$ cat src/rtl/keypad_scan_debounce.sv
// 4x4 keypad front end: rotates an active-low column drive, synchronises and
// debounces the rows, and reports one key code per physical press.
module keypad_scan_debounce #(
  parameter int SCAN_DIV  = 4,
  parameter int DB_CYCLES = 8
) (
  input  logic       CLK,
  input  logic       RST,
  input  logic [3:0] row_in,
  output logic [3:0] scan,
  output logic [3:0] key_code,
  output logic       key_valid,
  output logic       key_held,
  output logic [1:0] dbg_state
);

  localparam int DIV_W = (SCAN_DIV > 1) ? $clog2(SCAN_DIV) : 1;
  localparam int DB_W  = $clog2(DB_CYCLES + 1);
  localparam logic [DIV_W-1:0] DIV_LAST = DIV_W'(SCAN_DIV - 1);
  localparam logic [DB_W-1:0]  DB_DONE  = DB_W'(DB_CYCLES);

  typedef enum logic [1:0] {
    ST_SCAN     = 2'd0,
    ST_DEBOUNCE = 2'd1,
    ST_HELD     = 2'd2
  } state_t;

  state_t            state_q, state_d;
  logic [DIV_W-1:0]  div_q, div_d;
  logic [DB_W-1:0]   db_q, db_d, db_inc;
  logic [1:0]        col_q, col_d;
  logic [3:0]        pat_q, pat_d;
  logic [1:0]        row_idx_q, row_idx_d;
  logic [3:0]        code_q, code_d;
  logic              valid_q, valid_d;
  logic              held_q, held_d;
  logic [3:0]        sync1_q, row_s_q;
  logic              one_zero;
  logic [1:0]        zero_idx;

  // Rows are asynchronous to CLK; nothing downstream looks at row_in directly.
  always_ff @(posedge CLK or negedge RST) begin
    if (!RST) begin
      sync1_q <= 4'hF;
      row_s_q <= 4'hF;
    end else begin
      sync1_q <= row_in;
      row_s_q <= sync1_q;
    end
  end

  // A press is only trusted when exactly one row is pulled low.
  always_comb begin
    one_zero = 1'b0;
    zero_idx = 2'd0;
    case (row_s_q)
      4'b1110: begin one_zero = 1'b1; zero_idx = 2'd0; end
      4'b1101: begin one_zero = 1'b1; zero_idx = 2'd1; end
      4'b1011: begin one_zero = 1'b1; zero_idx = 2'd2; end
      4'b0111: begin one_zero = 1'b1; zero_idx = 2'd3; end
      default: begin one_zero = 1'b0; zero_idx = 2'd0; end
    endcase
  end

  assign db_inc = db_q + 1'b1;

  always_comb begin
    state_d   = state_q;
    div_d     = div_q;
    db_d      = db_q;
    col_d     = col_q;
    pat_d     = pat_q;
    row_idx_d = row_idx_q;
    code_d    = code_q;
    valid_d   = 1'b0;
    held_d    = held_q;
    case (state_q)
      ST_SCAN: begin
        if (div_q != DIV_LAST) begin
          div_d = div_q + 1'b1;
        end else if (one_zero) begin
          pat_d     = row_s_q;
          row_idx_d = zero_idx;
          db_d      = DB_W'(1);
          state_d   = ST_DEBOUNCE;
        end else begin
          col_d = col_q + 2'd1;
          div_d = '0;
        end
      end
      ST_DEBOUNCE: begin
        if (row_s_q == pat_q) begin
          if (db_inc == DB_DONE) begin
            valid_d = 1'b1;
            code_d  = {col_q, row_idx_q};
            held_d  = 1'b1;
            db_d    = '0;
            state_d = ST_HELD;
          end else begin
            db_d = db_inc;
          end
        end else begin
          // Bounce: give up on this press and resume the same column.
          div_d   = '0;
          state_d = ST_SCAN;
        end
      end
      ST_HELD: begin
        if (row_s_q == 4'hF) begin
          if (db_inc == DB_DONE) begin
            held_d  = 1'b0;
            db_d    = '0;
            div_d   = '0;
            col_d   = col_q + 2'd1;
            state_d = ST_SCAN;
          end else begin
            db_d = db_inc;
          end
        end else begin
          db_d = '0;
        end
      end
      default: begin
        state_d = ST_SCAN;
      end
    endcase
  end

  always_ff @(posedge CLK or negedge RST) begin
    if (!RST) begin
      state_q   <= ST_SCAN;
      div_q     <= '0;
      db_q      <= '0;
      col_q     <= 2'd0;
      pat_q     <= 4'hF;
      row_idx_q <= 2'd0;
      code_q    <= 4'd0;
      valid_q   <= 1'b0;
      held_q    <= 1'b0;
    end else begin
      state_q   <= state_d;
      div_q     <= div_d;
      db_q      <= db_d;
      col_q     <= col_d;
      pat_q     <= pat_d;
      row_idx_q <= row_idx_d;
      code_q    <= code_d;
      valid_q   <= valid_d;
      held_q    <= held_d;
    end
  end

  // key_valid is a single-cycle strobe with no back-pressure: the consumer
  // must take key_code in the cycle key_valid is high.
  assign scan      = ~(4'b0001 << col_q);
  assign key_code  = code_q;
  assign key_valid = valid_q;
  assign key_held  = held_q;
  assign dbg_state = state_q;

endmodule
$ cat config.mk
export PLATFORM = sky130hd
export DESIGN_NAME = keypad_scan_debounce
export DESIGN_NICKNAME = d
export VERILOG_FILES = /design/src/rtl/keypad_scan_debounce.sv
export SDC_FILE = /design/constraint.sdc
export NUM_CORES = 1
export LEC_CHECK = 0
export CORE_ASPECT_RATIO = 0.7
export CORE_MARGIN = 5
export CORE_UTILIZATION = 59
export CTS_CLUSTER_DIAMETER = 60
export CTS_CLUSTER_SIZE = 28
export DETAILED_ROUTE_END_ITERATION = 8
export PLACE_DENSITY = 0.88
export SYNTH_ARGS = -nofsm -noshare
export SYNTH_HDL_FRONTEND = slang
export SYNTH_SLANG_ARGS = --single-unit
$ cat constraint.sdc
create_clock -name CLK -period 5.1 [get_ports CLK]
set_input_delay 1.02 -clock CLK [delete_from_list [all_inputs] [get_ports CLK]]
set_output_delay 1.02 -clock CLK [all_outputs]
set_load 0.01 [all_outputs]
==> impl_metrics.yaml, run 1 <==
power_and_ir_drop:
  p_int_w: 0.000560
  ir_drop_uv: 262
  power.density_nw_per_um2: 437
  combPwrFrac: 0.337
  pwr-share-clk: 0.234
  power.switching_w: 0.000264
  seq_power_share: 0.429
  swShare: 0.320
  power_leakage_nw: 0.807
grt:
  grt_pass1_wl_um: 5050
  grt_pass1_vias: 1177
  grt.overflow.total: 0
  antenna_found_initial: 0
  grt_max_degree: 31
  grt_usage: 0.176
routing:
  wire_per_inst_um: 14.6
  firstDrtPassIters: 4
  avgViaCountPerCell: 5.81
  drt-total-wl_um: 2880
  drt-initial-drc-count: 54
  ant_nets: 0
  drc: 0
  via_count: 1145
clocking:
  cts_tree: "yes"
  clk_pin_slew_ns: 0.06
  clkSinkCount: 30
  cts_repair_resize_count: 0
  cts_root_buf: "clkbuf_8"
  clkLatencyLatePin_ns: 0.28
  cts_buffers: 5
  post_cts_buffers: 0
  cts.path.max_buffers: 2
  htree_levels: 2
  postCtsHoldBufs: 0
floorplanning:
  die_y_um: 53.9
  start_util: 0.637
  ios: 18
  core_area_um2: 2550
  rows: 15
  die_area_um2: 3920
  die_w_um: 72.7
synth:
  synth_mux_area_frac: 0.0808
  synth-edff-count: 0
  synth_top_family_by_area: "compound AO/OA/AOI/OAI gates"
  yosysSeqAreaShare: 0.471
  synth_compound_area_frac: 0.149
  synth_cells: 143
  synth-simple-area-share: 0.0985
  synth_fa_ha_area_frac: 0.0770
  yosys_warnings: 0
  synth_xor_area_frac: 0.0531
  avgSynthCellArea_um2: 11.4
  synth_top_area_share: 0.277
  yosys-top-cells-area: "dfrtp_1, dfstp_2, ha_1"
  synth_top_cell_by_area: "dfrtp_1"
  ys_ff_latch: 30
  synth_flop_cell: "dfrtp_1"
  synth_area_um2: 1630
  syn_nets: 159
  synth.distinct_cells: 45
  async_reset_ff_frac: 1.00
finish:
  postLayoutCellArea_um2: 1890
  most-common-layout-cells: "dfrtp_1, inv_1, clkdlybuf4s50_1"
  final_nets: 178
  final_common_cell: "dfrtp_1"
  antenna_cells: 0
  drive_gt1_frac: 0.227
  syn2layout_area_growth_pct: 16.0
timing:
  hold_viol_final: 0
  finalCritPeriodShare: 0.506
  hold_ws_ns: 0.355
  timing.setup.tns_ns: 0
  slew_headroom: 0.640
  fin_worst_skew_ns: 0.00242
  setup_viol: 0
  finalMaxSlewViolations: 0
  rsz0062_at_grt: "no"
  min_period_ns: 2.58
  fmax_ghz: 0.388
  worstMarginPinSlew_ns: 0.539
placed_design:
  post_dp_cell_area_um2: 1790
  gp_congestion: 0.833
  hpwl_um: 2070
  io_buffers: 17
critical_path:
  startpoint_type: "flip-flop"
  endpoint: "scan[2]"
  critPathArrivalTime_ns: 1.56
  rr_startpoint: "row_s_q[2]"
  cp-end-kind: "output pin"
  r2r_cells: 5
  crit_path_start: "col_q[0]"
  regToRegEndpoint: "db_q[1]"
  rrSetupSlack_ns: 2.99
  criticalPathCategory: "flip-flop to output pin"
  required_ns: 4.08
  critPathMaxFanout: 4
hold_path:
  hold_class: "flip-flop to flip-flop"
run_status:
  status: "finished clean"
run:
  cap_violations: 0
==> worst min path at each step <==
| stage | startpoint | endpoint | slack, ns | cells past startpoint |
|---|---|---|---|---|
| 2_1_floorplan | sync1_q[0] | row_s_q[0] | 0.35 | 0 |
| 3_3_place_gp | sync1_q[0] | row_s_q[0] | 0.35 | 0 |
| 3_5_place_dp | sync1_q[0] | row_s_q[0] | 0.35 | 0 |
| 4_1_cts | sync1_q[0] | row_s_q[0] | 0.36 | 0 |
| 5_1_grt | sync1_q[2] | row_s_q[2] | 0.36 | 0 |
| 6_report | sync1_q[1] | row_s_q[1] | 0.36 | 0 |
==> routing by layer <==
layer	track usage	part of all wire	vias to the layer above
met5	0	0	-
met4	0.107	0.024	0
met3	0.0522	0.067	10
met2	0.302	0.49	36
met1	0.195	0.42	554
li1	-	-	545
==> synthesized netlist by cell type, types with 2 or more instances <==
cell type and number:
ha_1 10, nand4b_1 2, mux2_4 2, nor2_1 3, o21ai_0 9, a2bb2oi_1 3
buf_6 3, a211oi_1 2, xnor2_1 6, a21oi_1 2, dfrtp_1 18, inv_1 17
o211ai_1 2, buf_2 2, nor2b_1 2, mux2_2 9, dfstp_2 12, o2bb2ai_1 2
nand2_1 6, nand4_1 4, xor2_1 2, nor3_1 2
==> cells by family after synthesis <==
kind of cell	count (synthesis)
fa+ha+maj	10
buf+inv	23
simple gates	27
flops	30
mux	11
xor+xnor	9
compound gates	33
==> worst max-delay path: stages, from the launching register on <==
cell,delay [ns]
dfrtp_1,0.41
inv_1,0.10
ha_1,0.21
inv_1,0.05
clkdlybuf4s50_1,0.52
==> power groups by stage <==
stage | Combinational (W) | Sequential, W | Clock [W]
2_1_floorplan | 0.000198 | 0.000343 | 0
3_3_place_gp | 0.000258 | 0.000350 | 0
3_5_place_dp | 0.000278 | 0.000357 | 0
4_1_cts | 0.000281 | 0.000353 | 0.000199
5_1_grt | 0.000313 | 0.000362 | 0.000209
6_report | 0.000277 | 0.000354 | 0.000193
==> metrics by stage <==
stage / worst slack, ns / util / power, W / instances
after detailed placement: 2.81 / 0.703 / 0.000635 / 189
after CTS: 2.50 / 0.739 / 0.000833 / 197
after global placement: 2.86 / 0.703 / 0.000607 / 189
after global routing: 2.43 / 0.739 / 0.000884 / 197
final: 2.52 / 0.739 / 0.000824 / 197
after floorplan: 3.19 / - / 0.000541 / 143
==> layout make-up <==
class / count / area, µm²
Sequential cell: 30 / 766
Timing Repair Buffer: 18 / 178
Fill cell: 168 / 667
Clock inverter: 1 / 5.00
Inverter: 17 / 63.8
Multi-Input combinational cell: 90 / 744
Tap cell: 34 / 42.5
Clock buffer: 7 / 86.3
==> sequential cells by signal, summed over array words and instances (netlist names) <==
signal / flops
dbg_state: 2
key_valid: 1
row_s_q: 4
key_code: 4
sync1_q: 4
pat_q: 4
col_q: 2
db_q: 4
div_q: 2
row_idx_q: 2
key_held: 1
No activity file was read; power rests on OpenSTA's default activity.
==> run 2: changes to the inputs <==
- CORE_UTILIZATION: 59 -> 55
- PLACE_DENSITY: 0.88 -> 0.83
- clock period: 5.1 -> 2.5 ns (I/O delays scaled with it)
==> impl_metrics.yaml, run 2 (synthesis gave the netlist of run 1 again) <==
run_status:
  status: "finished clean"
finish:
  syn2layout_area_growth_pct: 16.2
  drive_gt1_frac: 0.227
  final_common_cell: "dfrtp_1"
  most-common-layout-cells: "dfrtp_1, inv_1, clkdlybuf4s50_1"
  final_nets: 178
  antenna_cells: 0
  fill_cells: 217
timing:
  hold_viol_final: 0
  timing.setup.tns_ns: 0
  rsz0062_at_grt: "no"
  setup_viol: 0
  finalCritPeriodShare: 0.819
  min_period_ns: 2.05
  fmax_ghz: 0.488
  finalMaxSlewViolations: 0
  worstMarginPinSlew_ns: 0.592
  fin_worst_skew_ns: 0.00413
  slew_headroom: 0.604
power_and_ir_drop:
  power_leakage_nw: 0.807
  ir_drop_uv: 491
  power.density_nw_per_um2: 884
  p_total_w: 0.00167
routing:
  drt-initial-drc-count: 28
  drc: 0
  avgViaCountPerCell: 5.67
  wl_met3_um: 241
  ant_nets: 0
  firstDrtPassIters: 4
  via_count: 1128
  wire_per_inst_um: 14.4
  dr_wl_met2_um: 1320
  drt-total-wl_um: 2860
  m1WireLength_um: 1250
  top_layer_used: "met4"
clocking:
  cts.path.max_buffers: 2
  clkLatencyLatePin_ns: 0.28
  htree_levels: 2
  clkSinkCount: 30
  post_cts_buffers: 0
  cts_tree: "yes"
  cts_repair_resize_count: 0
  cts_buffers: 5
  cts_root_buf: "clkbuf_8"
  postCtsHoldBufs: 0
  clk_pin_slew_ns: 0.06
floorplanning:
  rows: 16
  ios: 18
  die_y_um: 55.5
  die_area_um2: 4160
  die_w_um: 75.0
  core_area_um2: 2820
  start_util: 0.576
critical_path:
  criticalPathCategory: "flip-flop to output pin"
  critPathMaxFanout: 4
  path_cells: "inv_1 > ha_1 > inv_1 > clkdlybuf4s50_1"
  cp-end-kind: "output pin"
  required_ns: 2.00
  startpoint_type: "flip-flop"
  crit_top_cell: "inv_1"
  critPathArrivalTime_ns: 1.55
  slowest_delay_ns: 0.52
  cpMaxStageDelayCell: "clkdlybuf4s50_1"
hold_path:
  hold_class: "flip-flop to flip-flop"
placed_design:
  io_buffers: 17
  hpwl_um: 2120
  gp_congestion: 0.952
grt:
  grt.overflow.total: 0
  grt_max_degree: 31
  grt_pass1_wl_um: 4770
  antenna_found_initial: 0
  grt_usage: 0.151
  grt_pass1_vias: 1063
run:
  cap_violations: 0
==> run 2: cell counts in the layout (fill, tap and decap cells not counted) <==
Identical to the previous run, type by type.
==> run 2: stage by stage <==
| stage | utilization | instance area, µm² | cells | hold WS (ns) | worst slack (ns) |
|---|---|---|---|---|---|
| detailed placement | 0.637 | 1800 | 191 | 0.347 | 0.503 |
| finish | 0.669 | 1890 | 199 | 0.351 | 0.452 |
| global placement | 0.637 | 1800 | 191 | 0.346 | 0.573 |
| CTS | 0.669 | 1890 | 199 | 0.355 | 0.427 |
| global route | 0.669 | 1890 | 199 | 0.359 | 0.348 |
| floorplan | - | 1630 | 143 | 0.204 | 0.586 |
==> run 2: path summary, 6_finish.rpt <==
path / depth (start not counted) / slack, ns / end / start
max: 4 / 0.45 / scan[2] / col_q[0]
min: 0 / 0.35 / row_s_q[1] / sync1_q[1]
max reg2reg: 4 / 0.47 / pat_q[0] / row_s_q[1]
min reg2reg: 0 / 0.35 / row_s_q[1] / sync1_q[1]
max in group asynchronous: 2 / 1.58 / sync1_q[2] / RST
min in group asynchronous: 2 / 0.61 / key_code[0] / RST
==> run 2: critical path, delay by kind of cell, from the launching register on <==
kind,cells,cell delay (ns)
adder cells (fa/ha/maj),1,0.20
buffers and inverters,3,0.67
flip-flops,1,0.41
==> run 2: final cells by class <==
type | count | area [µm²] | area share
clock inverter | 1 | 5.00 | 0.00265
clock buffer | 7 | 86.3 | 0.0457
tap | 36 | 45.0 | 0.0239
multi-input combinational | 90 | 744 | 0.394
timing repair buffer | 18 | 178 | 0.0941
inverter | 17 | 63.8 | 0.0338
sequential | 30 | 766 | 0.406
==> run 2: power by group <==
group | switching (W) | total [W] | internal, W
Clock | 0.000164 | 0.000385 | 0.000221
Combinational | 0.000264 | 0.000562 | 0.000299
Sequential | 0.0000984 | 0.000721 | 0.000623
Total | 0.000526 | 0.00167 | 0.00114
==> run 2: routing by layer <==
metal	up-vias	GRT usage
met2	45	0.220
met5	-	0
met3	6	0.0616
met4	0	0.0736
li1	549	-
met1	528	0.192
==> run 3: changes to the inputs <==
- CORE_UTILIZATION: 55 -> 50
- PLACE_DENSITY: 0.83 -> 0.8
- clock period: 2.5 -> 1.78 ns (I/O delays scaled with it)
==> impl_metrics.yaml, run 3 (synthesis gave the netlist of run 1 again) <==
critical_path:
  startpoint_type: "flip-flop"
  critPathMaxFanout: 6
  criticalPathCategory: "flip-flop to flip-flop"
  critPathArrivalTime_ns: 2.03
  rrSetupSlack_ns: -0.08
  cp-end-kind: "flip-flop"
  required_ns: 1.95
routing:
  drc: 0
  ant_nets: 0
  wire_per_inst_um: 14.8
  drt-total-wl_um: 3440
  via_count: 1297
  firstDrtPassIters: 5
  avgViaCountPerCell: 5.57
  drt-initial-drc-count: 44
finish:
  drive_gt1_frac: 0.415
  most-common-layout-cells: "buf_4, dfrtp_1, inv_1"
  layoutNonFillerInstCount: 233
  syn2layout_area_growth_pct: 36.0
  final_nets: 210
  antenna_cells: 0
  final_common_cell: "buf_4"
  postLayoutCellArea_um2: 2210
  fill_cells: 247
placed_design:
  post_dp_cell_area_um2: 2000
  dpl.cell_count: 218
  io_buffers: 17
  post-place-ws_ns: -0.0809
  hpwl_um: 2410
  gp_congestion: 0.910
clocking:
  htree_levels: 2
  clk_pin_slew_ns: 0.07
  cts_tree: "yes"
  cts_buffers: 5
  cts_root_buf: "clkbuf_8"
  clkLatencyLatePin_ns: 0.28
  cts.path.max_buffers: 2
  postCtsHoldBufs: 0
  clkSinkCount: 30
grt:
  grt_usage: 0.164
  grt_max_degree: 31
  grt_pass1_vias: 1332
  antenna_found_initial: 0
  grt.overflow.total: 0
  grt_pass1_wl_um: 5710
timing:
  fmax_ghz: 0.536
  finalMaxSlewViolations: 0
  fin_worst_skew_ns: 0.00436
  hold_viol_final: 0
  slew_headroom: 0.713
  fin_ws_ns: -0.0842
  hold_ws_ns: 0.356
  min_period_ns: 1.86
  setup_viol: 8
  rsz0062_at_grt: "yes"
  worstMarginPinSlew_ns: 0.427
  finalCritPeriodShare: 1.05
floorplanning:
  die_w_um: 78.1
  start_util: 0.516
  core_area_um2: 3150
  die_y_um: 57.7
  die_area_um2: 4510
  ios: 18
  rows: 17
power_and_ir_drop:
  pwr-share-clk: 0.218
  ir_drop_uv: 761
  combPwrFrac: 0.397
  power.switching_w: 0.000858
  power_leakage_nw: 0.981
  swShare: 0.327
  power.density_nw_per_um2: 1190
  seq_power_share: 0.385
  p_int_w: 0.00177
hold_path:
  hold_class: "flip-flop to flip-flop"
run_status:
  violations: "negative setup slack"
  status: "finished with violations"
run:
  cap_violations: 0
==> run 3: cell types whose count changed in the layout (fill, tap and decap cells not counted), sizes merged <==
cell,previous run,this run
buf,1,33
clkbuf,7,6
clkdlybuf4s50,17,13
clkinvlp,0,1
dlygate4sd2,0,4
==> run 3: cell type report <==
class                   instances  area, µm²  share of cell area
clock buffers                   6       82.6              0.0374
clock inverters                 2       12.5             0.00566
inverters                      17       63.8              0.0289
multi-input cells              90        811               0.367
flip-flops and latches         30        766               0.346
well taps                      38       47.5              0.0215
repair buffers                 50        428               0.194
==> run 3: worst max-delay path, stage by stage (launching register included) <==
cell	delay (ns)
dfstp_2	0.62
xnor2_2	0.12
nand4_1	0.15
or2_4	0.30
or2_4	0.26
mux2_4	0.30
==> run 3: what timing repair did <==
item,in CTS,in global routing
endpoints found under the setup margin,15,21
pin swaps,1,3
buffers inserted,4,3
resized for setup,13,13
==> run 3: power groups by stage <==
stage	Combinational (W)	Clock [W]	Sequential (W)
5_1_grt	0.00115	0.000626	0.00103
2_1_floorplan	0.000583	0	0.000991
6_report	0.00104	0.000572	0.00101
3_5_place_dp	0.000935	0	0.00103
3_3_place_gp	0.000888	0	0.00102
4_1_cts	0.000990	0.000585	0.00101
==> run 3: through the flow <==
step           TNS [ns]  power, W   util
2_1_floorplan    -0.406   0.00157      -
3_3_place_gp    -0.0831   0.00191  0.636
3_5_place_dp     -0.540   0.00197  0.636
4_1_cts          -0.109   0.00258  0.684
5_1_grt           -1.74   0.00281  0.702
6_report         -0.291   0.00262  0.702
==> run 3: layer usage <==
layer	GRT usage	vias up	wire [µm]
li1	-	610	-
met1	0.177	635	1480
met2	0.278	43	1670
met3	0.0512	9	210
met4	0.112	0	78
met5	0	-	0
==> run 3: worst paths after layout <==
kind / startpoint / end / depth (start not counted)
worst min-delay path: sync1_q[1] / row_s_q[1] / 0
worst max register to register: row_s_q[2] / key_code[1] / 5
worst max-delay path: row_s_q[2] / key_code[1] / 5
min in group asynchronous: RST / div_q[1] / 2
worst min register to register: sync1_q[1] / row_s_q[1] / 0
max in group asynchronous: RST / pat_q[2] / 2
